--- src/rtl/scan_mux_reg_if.sv ---
// Bus bundle for scan_mux_reg: channel data, select control, strobe and
// the registered outputs. The master drives the controls, the slave (the
// selector) drives the outputs.
interface scan_mux_reg_if #(
   parameter int WIDTH = 1,
   parameter int N_IN  = 8
);
   localparam int SEL_W = $clog2(N_IN);

   logic [N_IN*WIDTH-1:0] data_in;
   logic [SEL_W-1:0]      sel_in;
   logic                  sel_load;
   logic                  scan_en;
   logic                  strobe_n;
   logic [WIDTH-1:0]      y;
   logic [WIDTH-1:0]      y_n;
   logic [SEL_W-1:0]      y_sel;
   logic                  y_valid;
   logic [SEL_W-1:0]      cur_sel;
   logic                  wrap;
   logic                  sel_err;

   modport master (
      output data_in, sel_in, sel_load, scan_en, strobe_n,
      input  y, y_n, y_sel, y_valid, cur_sel, wrap, sel_err
   );

   modport slave (
      input  data_in, sel_in, sel_load, scan_en, strobe_n,
      output y, y_n, y_sel, y_valid, cur_sel, wrap, sel_err
   );
endinterface

--- src/rtl/scan_mux_reg.sv ---
// Registered N-to-1 selector with a latched select register and an
// auto-scan mode that steps through the channels every SCAN_DIV cycles.
// The output register holds the selected channel, its select index and a
// valid flag; y_n is simply the inverse of the y register.
module scan_mux_reg #(
   parameter int WIDTH    = 1,
   parameter int N_IN     = 8,
   parameter int SCAN_DIV = 4
) (
   input logic           clk,
   input logic           rst_n,
   scan_mux_reg_if.slave bus
);
   localparam int SEL_W = $clog2(N_IN);
   localparam int DIV_W = (SCAN_DIV > 1) ? $clog2(SCAN_DIV) : 1;

   localparam logic [SEL_W-1:0] SEL_LAST = SEL_W'(N_IN - 1);
   localparam logic [SEL_W:0]   SEL_LIM  = (SEL_W + 1)'(N_IN);
   localparam logic [DIV_W-1:0] DIV_LAST = DIV_W'(SCAN_DIV - 1);

   logic [SEL_W-1:0] sel_q;
   logic [DIV_W-1:0] div_cnt;
   logic             wrap_q;
   logic             err_q;
   logic [WIDTH-1:0] y_q;
   logic [SEL_W-1:0] y_sel_q;
   logic             y_valid_q;
   logic             load_ok;

   logic [WIDTH-1:0] chan [N_IN];

   for (genvar k = 0; k < N_IN; k++) begin : g_chan
      assign chan[k] = bus.data_in[k*WIDTH +: WIDTH];
   end

   // Loads are only honoured for indices that address a real channel.
   assign load_ok = bus.sel_load && ({1'b0, bus.sel_in} < SEL_LIM);

   // Select register and scan divider; an accepted load beats a scan step.
   always_ff @(posedge clk or negedge rst_n) begin
      if (!rst_n) begin
         sel_q   <= '0;
         div_cnt <= '0;
         wrap_q  <= 1'b0;
         err_q   <= 1'b0;
      end else begin
         wrap_q <= 1'b0;
         err_q  <= 1'b0;
         if (load_ok) begin
            sel_q   <= bus.sel_in;
            div_cnt <= '0;
         end else begin
            if (bus.sel_load) begin
               err_q <= 1'b1;
            end
            if (bus.scan_en) begin
               if (div_cnt == DIV_LAST) begin
                  div_cnt <= '0;
                  if (sel_q == SEL_LAST) begin
                     sel_q  <= '0;
                     wrap_q <= 1'b1;
                  end else begin
                     sel_q <= sel_q + SEL_W'(1);
                  end
               end else begin
                  div_cnt <= div_cnt + DIV_W'(1);
               end
            end else begin
               div_cnt <= '0;
            end
         end
      end
   end

   // Output register: sample the channel addressed by the pre-edge select.
   always_ff @(posedge clk or negedge rst_n) begin
      if (!rst_n) begin
         y_q       <= '0;
         y_sel_q   <= '0;
         y_valid_q <= 1'b0;
      end else begin
         y_q       <= bus.strobe_n ? '0 : chan[sel_q];
         y_sel_q   <= sel_q;
         y_valid_q <= ~bus.strobe_n;
      end
   end

   assign bus.y       = y_q;
   assign bus.y_n     = ~y_q;
   assign bus.y_sel   = y_sel_q;
   assign bus.y_valid = y_valid_q;
   assign bus.cur_sel = sel_q;
   assign bus.wrap    = wrap_q;
   assign bus.sel_err = err_q;
endmodule

--- src/flat_wrapper.sv ---
// flat-port wrapper written by rule: the top's interface ports become plain ports
module scan_mux_reg_flat 
#(
   parameter int WIDTH    = 1,
   parameter int N_IN     = 8,
   parameter int SCAN_DIV = 4
)
  (clk, rst_n, bus_data_in, bus_sel_in, bus_sel_load, bus_scan_en, bus_strobe_n, bus_y, bus_y_n, bus_y_sel, bus_y_valid, bus_cur_sel, bus_wrap, bus_sel_err);
  scan_mux_reg_if #(.WIDTH(WIDTH), .N_IN(N_IN)) bus_i ();
  input logic clk;
  input logic rst_n;
  input wire logic [$bits(bus_i.data_in)-1:0] bus_data_in;
  input wire logic [$bits(bus_i.sel_in)-1:0] bus_sel_in;
  input wire logic [$bits(bus_i.sel_load)-1:0] bus_sel_load;
  input wire logic [$bits(bus_i.scan_en)-1:0] bus_scan_en;
  input wire logic [$bits(bus_i.strobe_n)-1:0] bus_strobe_n;
  output wire logic [$bits(bus_i.y)-1:0] bus_y;
  output wire logic [$bits(bus_i.y_n)-1:0] bus_y_n;
  output wire logic [$bits(bus_i.y_sel)-1:0] bus_y_sel;
  output wire logic [$bits(bus_i.y_valid)-1:0] bus_y_valid;
  output wire logic [$bits(bus_i.cur_sel)-1:0] bus_cur_sel;
  output wire logic [$bits(bus_i.wrap)-1:0] bus_wrap;
  output wire logic [$bits(bus_i.sel_err)-1:0] bus_sel_err;
  assign bus_i.data_in = bus_data_in;
  assign bus_i.sel_in = bus_sel_in;
  assign bus_i.sel_load = bus_sel_load;
  assign bus_i.scan_en = bus_scan_en;
  assign bus_i.strobe_n = bus_strobe_n;
  assign bus_y = bus_i.y;
  assign bus_y_n = bus_i.y_n;
  assign bus_y_sel = bus_i.y_sel;
  assign bus_y_valid = bus_i.y_valid;
  assign bus_cur_sel = bus_i.cur_sel;
  assign bus_wrap = bus_i.wrap;
  assign bus_sel_err = bus_i.sel_err;
  scan_mux_reg #(.WIDTH(WIDTH), .N_IN(N_IN), .SCAN_DIV(SCAN_DIV)) u_core (.clk(clk), .rst_n(rst_n), .bus(bus_i));
endmodule
--- config.mk ---
export PLATFORM = sky130hd
export DESIGN_NAME = scan_mux_reg_flat
export DESIGN_NICKNAME = d
export VERILOG_FILES = /design/src/rtl/scan_mux_reg_if.sv /design/src/rtl/scan_mux_reg.sv /design/src/flat_wrapper.sv
export SDC_FILE = /design/constraint.sdc
export NUM_CORES = 1
export LEC_CHECK = 0
export CAP_MARGIN = 20
export CORE_AREA = 2 2 41 43
export DETAILED_ROUTE_END_ITERATION = 8
export DIE_AREA = 0 0 43 45
export GPL_TIMING_DRIVEN = 0
export MAX_ROUTING_LAYER = met4
export PLACE_DENSITY = 0.7
export SETUP_SLACK_MARGIN = 0.2
export SLEW_MARGIN = 20
export SYNTH_ARGS = -nofsm -noshare
export SYNTH_HDL_FRONTEND = slang
export SYNTH_SLANG_ARGS = --single-unit
--- constraint.sdc ---
create_clock -name clk -period 1.45 [get_ports clk]
set_input_delay 0.29 -clock clk [delete_from_list [all_inputs] [get_ports clk]]
set_output_delay 0.29 -clock clk [all_outputs]
set_load 0.01 [all_outputs]
* Word-level counts from Yosys, hierarchy flattened
Index checks and enable logic that the tools add are counted.
** Word-level totals
- Bits in registers :: 11
- Latch bits :: 0
- Bits in writable memories :: 0
- Bits in read-only memories :: 0
- Input port bits :: 16
- Output and inout bits :: 11
- Word-level logic and storage cells :: 32
- Memories kept :: 0
** Operators by class
- Add/sub/neg operators :: 2
- Multipliers :: 0
- Div/mod/pow operators :: 0
- $lt $le $gt $ge :: 1
- Equal/unequal tests :: 2
- Shift operators :: 0
- Multiplexer cells :: 15
- Bitwise operators :: 3
- Reduce and logical (&&, ||, !) cells :: 3
** Operators by type and width (number)
- $mux W3 :: 4
- $mux W1 :: 7
- $mux W2 :: 3
- $ge A4 B4 Y1 const B :: 1
- $not A3 Y4 :: 1
- $reduce_bool A2 Y1 :: 2
- $add A3 B1 Y3 const B :: 1
- $bmux W1 S3 :: 1
- $eq A3 B3 Y1 const B :: 1
- $add A2 B1 Y2 const B :: 1
- $eq A2 B2 Y1 const B :: 1
- $not A1 Y1 :: 2
- $reduce_and A2 Y1 :: 1

* Depth between registers and ports, before layout
Gate-level depths: netlist of run 1.
- Depth after elaboration :: 5
- Mapped depth :: 5

* Least setup slack after synthesis of run 1
No wires, ideal clock.
- Path type :: flip-flop to flip-flop
- From :: reg u_core.sel_q[1] (netlist: u_core.bus.cur_sel[1])
- To :: reg u_core.y_q (netlist: u_core.bus.y)
- Library setup time :: 140 ps
- Arrival time :: 1150 ps
- Slack :: 160 ps
- Stages on the path, launching flop included :: 4
- Buffers on the path :: 0
- Period minus slack after synthesis :: 1290 ps
- Path through :: dfrtp_1 -> mux4_1 -> nor2_1 -> a311oi_1
** On the way
- Word-level cells in the longest chain between the ends :: 5
** Ends and longest elaborated chain
- from (decl) :: RTL line scan_mux_reg.sv:21 : logic [SEL_W-1:0] sel_q;
- from (signal assigned) :: RTL line scan_mux_reg.sv:50 : sel_q <= bus.sel_in;
- from (signal assigned) :: RTL line scan_mux_reg.sv:63 : sel_q <= sel_q + SEL_W'(1);
- $not A3 Y4 (implied by the code) :: RTL line scan_mux_reg.sv:82 : y_q <= bus.strobe_n ? '0 : chan[sel_q];
- $bmux W1 S3 :: RTL line scan_mux_reg.sv:82
- $mux W1 (implied by the code) (2 in series) :: RTL line scan_mux_reg.sv:82
- $mux W1 :: RTL line scan_mux_reg.sv:82
- to (signal assigned) :: RTL line scan_mux_reg.sv:82
- to (decl) :: RTL line scan_mux_reg.sv:25 : logic [WIDTH-1:0] y_q;
Every way passes these cells. The select of a mux whose other input is x is not followed.
A chain may end at the register's enable or synchronous reset.

* Worst setup path after layout of run 1
Same ends and word-level chain as after synthesis.

==> results of run 1 <==
[worst max-delay path by stage]
stage,from,slack [ps],end
after floorplan,u_core.bus.cur_sel[1],220,u_core.bus.y
after global placement,bus_data_in[3],3,u_core.bus.y
after detailed placement,bus_data_in[3],-50,u_core.bus.y
after CTS,u_core.bus.cur_sel[1],160,u_core.bus.y
after global routing,u_core.bus.cur_sel[1],140,u_core.bus.y
final,u_core.bus.cur_sel[1],190,u_core.bus.y
[timing repair]
action / in CTS / in global routing
resized for setup: 22 / 7
gates cloned: 0 / 0
hold buffers: 0 / 0
endpoints found under the setup margin: 13 / 6
pin swaps: 2 / 2
setup buffers: 6 / 0
[registers in the layout, summed over array words and instances (netlist names)]
register / flops
u_core.bus.y_sel: 3
u_core.bus.y: 1
u_core.bus.y_valid: 1
u_core.bus.cur_sel: 3
u_core.div_cnt: 2
u_core.bus.wrap: 1
[logic make-up (layout without fill, tap and decap cells)]
group | Yosys count | in the layout
DFF | 11 | 11
other | 1 | 1
and+or+nand+nor | 9 | 9
muxes | 6 | 6
buffers and inverters | 4 | 39
adders and majority gates | 3 | 3
AOI/OAI and AO/OA | 5 | 5
[power by group]
| part | internal, mW | switching, mW | total, mW |
|---|---|---|---|
| Clock | 0.107 | 0.101 | 0.207 |
| Combinational | 0.114 | 0.0760 | 0.190 |
| Sequential | 0.330 | 0.00990 | 0.340 |
| Total | 0.550 | 0.187 | 0.737 |
[through the flow]
stage          worst slack [ps]  util, %  area (um2)  power (mW)
2_1_floorplan             224.2        -       494.2      0.4059
3_3_place_gp              2.956    51.96       764.5      0.5059
3_5_place_dp             -52.56    51.96       764.5      0.5120
4_1_cts                   159.0    58.08       854.6      0.7448
5_1_grt                   142.2    58.33       858.3      0.7882
6_report                  186.0    58.33       858.3      0.7371
[critical path: stages, from the launching register on]
cell      delay (ps)
dfrtp_2          370
buf_6            110
mux4_2           500
nor2_2           100
a311oi_1          50
[cell type report]
cell class,instances,area share (%)
sequential,11,32.51
multi-input combinational,24,25.66
buffer,1,0.8746
tap,16,2.332
clock buffer,4,3.061
inverter,3,1.312
timing repair buffer,31,34.26
[metal layers]
layer | part of all wire (%) | wire, um | track usage (%) | up-vias
li1 | - | - | - | 205
met2 | 49 | 523 | 22.42 | 21
met4 | 3.6 | 39 | 12.73 | 0
met5 | 0 | 0 | - | -
met3 | 8.2 | 88 | 3.200 | 4
met1 | 39 | 420 | 14.47 | 183
[Yosys cell counts (all sizes together)]
| cell | n |
|---|---|
| dfrtp | 11 |
| mux2i | 4 |
| nand2 | 4 |
| ha | 3 |
| inv | 3 |
| o21ai | 3 |
| nor2 | 2 |
| a311oi | 1 |
| and3b | 1 |
| and4b | 1 |
| buf | 1 |
| conb | 1 |
| mux2 | 1 |
| mux4 | 1 |
| nor3b | 1 |
| o31ai | 1 |
==> metrics.txt, run 1 <==
final setup fails 0; top cells by area, synth dfrtp_1 56%, mux2i_1 8.1%, ha_1 7.6%, mux4_1 5.3%, o21ai_0 3.0%; Worst Hold Class input pin to async pin; yosys warns 0; Antenna Cells 0; CTS Buf Count 3; initial antenna violation count 0; PD cells about 860 nW/um2; Final Max Slew Viols 0; share of the synthesized area in the top cell type around 56%; DRC violation count after routing 0; Final Skew between 2 and 2.5 ps; critical path data required time between 1500 and 2000 ps; Inst Count DP 80; Synth Area in Compound Gates 6.345%; first-pass GRT wire length 1842 um; most frequent cells in the layout 15 x clkdlybuf4s50_1, 8 x dfrtp_1, 6 x dlygate4sd2_1; CTS root buf clkbuf_4; post-synthesis mux area share 15.74%; IO Count 27; final-report hold violation count 0; Max-cap violations 0; Pre-antenna DRT Iters 2; Worst R2R End u_core.bus.y; Yosys reg bits 11; LEAKAGE ~0.42 nW; initial core utilization about 34%; die height 45 um; Iter 0 DRT Violations 2; xor and xnor fraction of the mapped netlist area 0%; area occupied by multi-input gates between 200 and 250 um2; largest net degree at the start of global routing 12; CTS tree done; post-route ant nets 0; Area Overhead vs Synth 74.11%; Setup TNS 0 ps; Die ar. just under 2000 um2; Worst Setup Start Kind register; main combinational cell family by area after synthesis multiplexers; Synth Area per Inst around 13 um2; crit path DAT approximately 1400 ps; Post-Synthesis Cells 39; Seq. cell area around 280 um2; syn_nets 58; Seq/Total Area, Yosys a little under three fifths; Final period util 87.17%; width of the die around 43 um; post-synthesis adder-cell area fraction ~7.6%; outcome finished clean; RSZ-0062 raised after global routing yes; Sink Count 11; core area roughly 1500 um2; Worst R2R Setup Slack around 190 ps; Worst Reg-to-Reg Cells 4; commonest non-fill, non-tap cell in the layout clkdlybuf4s50_1; clock-pin transition on the worst setup and hold timing paths approximately 70 ps; Placement Rows 14; Max H-tree Level 1; GPL Wtd Cong 0.6989; fmax 791.2 MHz; Synth area leader dfrtp_1; Post-Syn Area around 500 um2; R2R Path Start u_core.bus.cur_sel[1]; vias 413; Max FO, Critical Path 4; Layout Nets 94; total track usage between 10% and 20%; wire per inst about 12 um; number of global-route vias before repair 432; post-route insts no fill 90; layout cell share with drive strength beyond 1 between 20% and 30%; Distinct cells, synth 16; peak supply drop 0.4613 mV; critical path type register to register; post-route minimum period between 1000 and 1500 ps; CP Capture Type register; final wirelength approximately 1100 um; grt total ovfl 0; Simple-Gate Fraction of Synth Area about a tenth; Avg Vias per Cell around 4.6; IO Port Bufs 25; clk_lat worst skew 270 ps; # fillers roughly 130; final hold slack roughly 340 ps; CTS Buffer Depth 2
Note: power is estimated with default switching activity, not from simulation.
==> run 2, diff against run 1 <==
Settings changed: ABC_CLOCK_PERIOD_IN_PS set to 1450, CORE_AREA 2 2 41 43 to 2 2 47 49, DIE_AREA 0 0 43 45 to 0 0 49 51, PLACE_DENSITY 0.7 to 0.57.
==> metrics.txt, run 2 (synthesized netlist as in run 1, its figures left out) <==
core area around 2100 um2; clock-pin transition on the worst setup and hold timing paths around 60 ps; Worst R2R Setup Slack 210 ps; RSZ-0062 raised after global routing yes; final setup fails 0; dpl cell area a little under 800 um2; Final Max Slew Viols 0; fin area between 800 and 900 um2; final hold slack approximately 350 ps; Placement Rows 17; first-pass GRT wire length ~1600 um; IO Count 27; Final period util 85.56%; Pre-antenna DRT Iters 3; CP Capture Type register; final wirelength between 900 and 1000 um; die height a little over 50 um; clk_lat worst skew 270 ps; Crit-path slowest cell dfrtp_2; post-route minimum period 1241 ps; Worst Hold Class input pin to async pin; width of the die between 40 and 50 um; most frequent cells in the layout 15 x clkdlybuf4s50_1, 8 x dfrtp_1, 6 x dlygate4sd2_1; DRC violation count after routing 0; outcome finished clean; initial antenna violation count 0; Sink Count 11; Avg Vias per Cell between 4 and 5; Antenna Cells 0; layout cell share with drive strength beyond 1 approximately 29%; CTS hold repair buffers 0; total track usage roughly 9%; Layout Nets 93; Worst Setup Start Kind register; Cell Chain, Critical Path buf_6 -> mux2_4 -> o31ai_2 -> a311oi_1; # fillers ~230; vias 414; Max H-tree Level 1; CP peak stage delay roughly 420 ps; HPWL after detailed placement ~730 um; Iter 0 DRT Violations 9; Power Total about 0.72 mW; Area Overhead vs Synth 73.86%; final-report hold violation count 0; Setup TNS 0 ps; largest net degree at the start of global routing 12; crit path DAT about 1400 ps; fmax ~810 MHz; CTS tree done; wire per inst just under 10 um; PD cells approximately 840 nW/um2; initial core utilization between 20% and 30%; GPL Wtd Cong between 0.6 and 0.7; critical path data required time approximately 1600 ps; IO Port Bufs 25; CTS Buf Count 3; Max-cap violations 0; grt total ovfl 0; CTS root buf clkbuf_4; Final Skew about 2.7 ps; number of global-route vias before repair 386; peak supply drop about 0.56 mV; CTS Buffer Depth 2; critical path type register to register; LEAKAGE about 0.42 nW; commonest non-fill, non-tap cell in the layout clkdlybuf4s50_1; Max FO, Critical Path 6; post-route ant nets 0; final core occ 41.54%; Die ar. 2499 um2
-- run 2: cell count changes in the layout (fill, tap and decap cells not counted), sizes merged --
cell,delta
clkdlybuf4s15,-1
-- run 2: cell type report --
cell class / count / area (um2) / share of cell area (%)
Buffer: 1 / 7.507 / 0.8759
Multi-Input combinational cell: 24 / 224.0 / 26.13
Tap cell: 28 / 35.03 / 4.088
Sequential cell: 11 / 279.0 / 32.55
Clock buffer: 4 / 26.28 / 3.066
Inverter: 3 / 11.26 / 1.314
Timing Repair Buffer: 30 / 274.0 / 31.97
-- run 2: where the power goes --
| group | switching (mW) | total [mW] | internal (mW) | leakage, nW |
|---|---|---|---|---|
| Clock | 0.0944 | 0.201 | 0.106 | 0.0150 |
| Combinational | 0.0689 | 0.177 | 0.108 | 0.269 |
| Sequential | 0.0135 | 0.344 | 0.330 | 0.135 |
| Total | 0.177 | 0.722 | 0.545 | 0.419 |
-- run 2: path summary, 6_finish.rpt --
| check | end | from | cells after the start |
|---|---|---|---|
| worst max-delay path | u_core.bus.y | u_core.bus.cur_sel[2] | 4 |
| worst min-delay path | u_core.div_cnt[1] | rst_n | 1 |
| worst max register to register | u_core.bus.y | u_core.bus.cur_sel[2] | 4 |
| worst min register to register | u_core.div_cnt[0] | u_core.div_cnt[0] | 1 |
| max in group asynchronous | u_core.bus.cur_sel[1] | rst_n | 1 |
| min in group clk | u_core.div_cnt[0] | u_core.div_cnt[0] | 1 |
-- run 2: repair_timing --
action,in CTS,in global routing
endpoints found under the setup margin,12,6
resized for setup,18,10
pin swaps,0,2
setup buffers,4,1
-- run 2: metal layers --
metal | vias to the layer above | wire (um) | GRT usage [%]
met4 | 0 | 13 | 4.286
met1 | 192 | 372 | 7.579
met2 | 17 | 532 | 16.44
met3 | 2 | 78 | 4.678
met5 | - | 0 | -
li1 | 203 | - | -
-- run 2: metrics by stage --
stage,cells,setup slack [ps]
floorplan,39,224.2
detailed placement,92,-7.865
global placement,92,-14.12
global route,101,159.2
CTS,100,201.8
finish,101,209.4
-- run 2: worst max-delay path, delay by kind of cell, from the launching register on --
family          cells  cell delay, ps
buf+inv             1             140
mux                 1             300
flops               1             420
compound gates      2             250
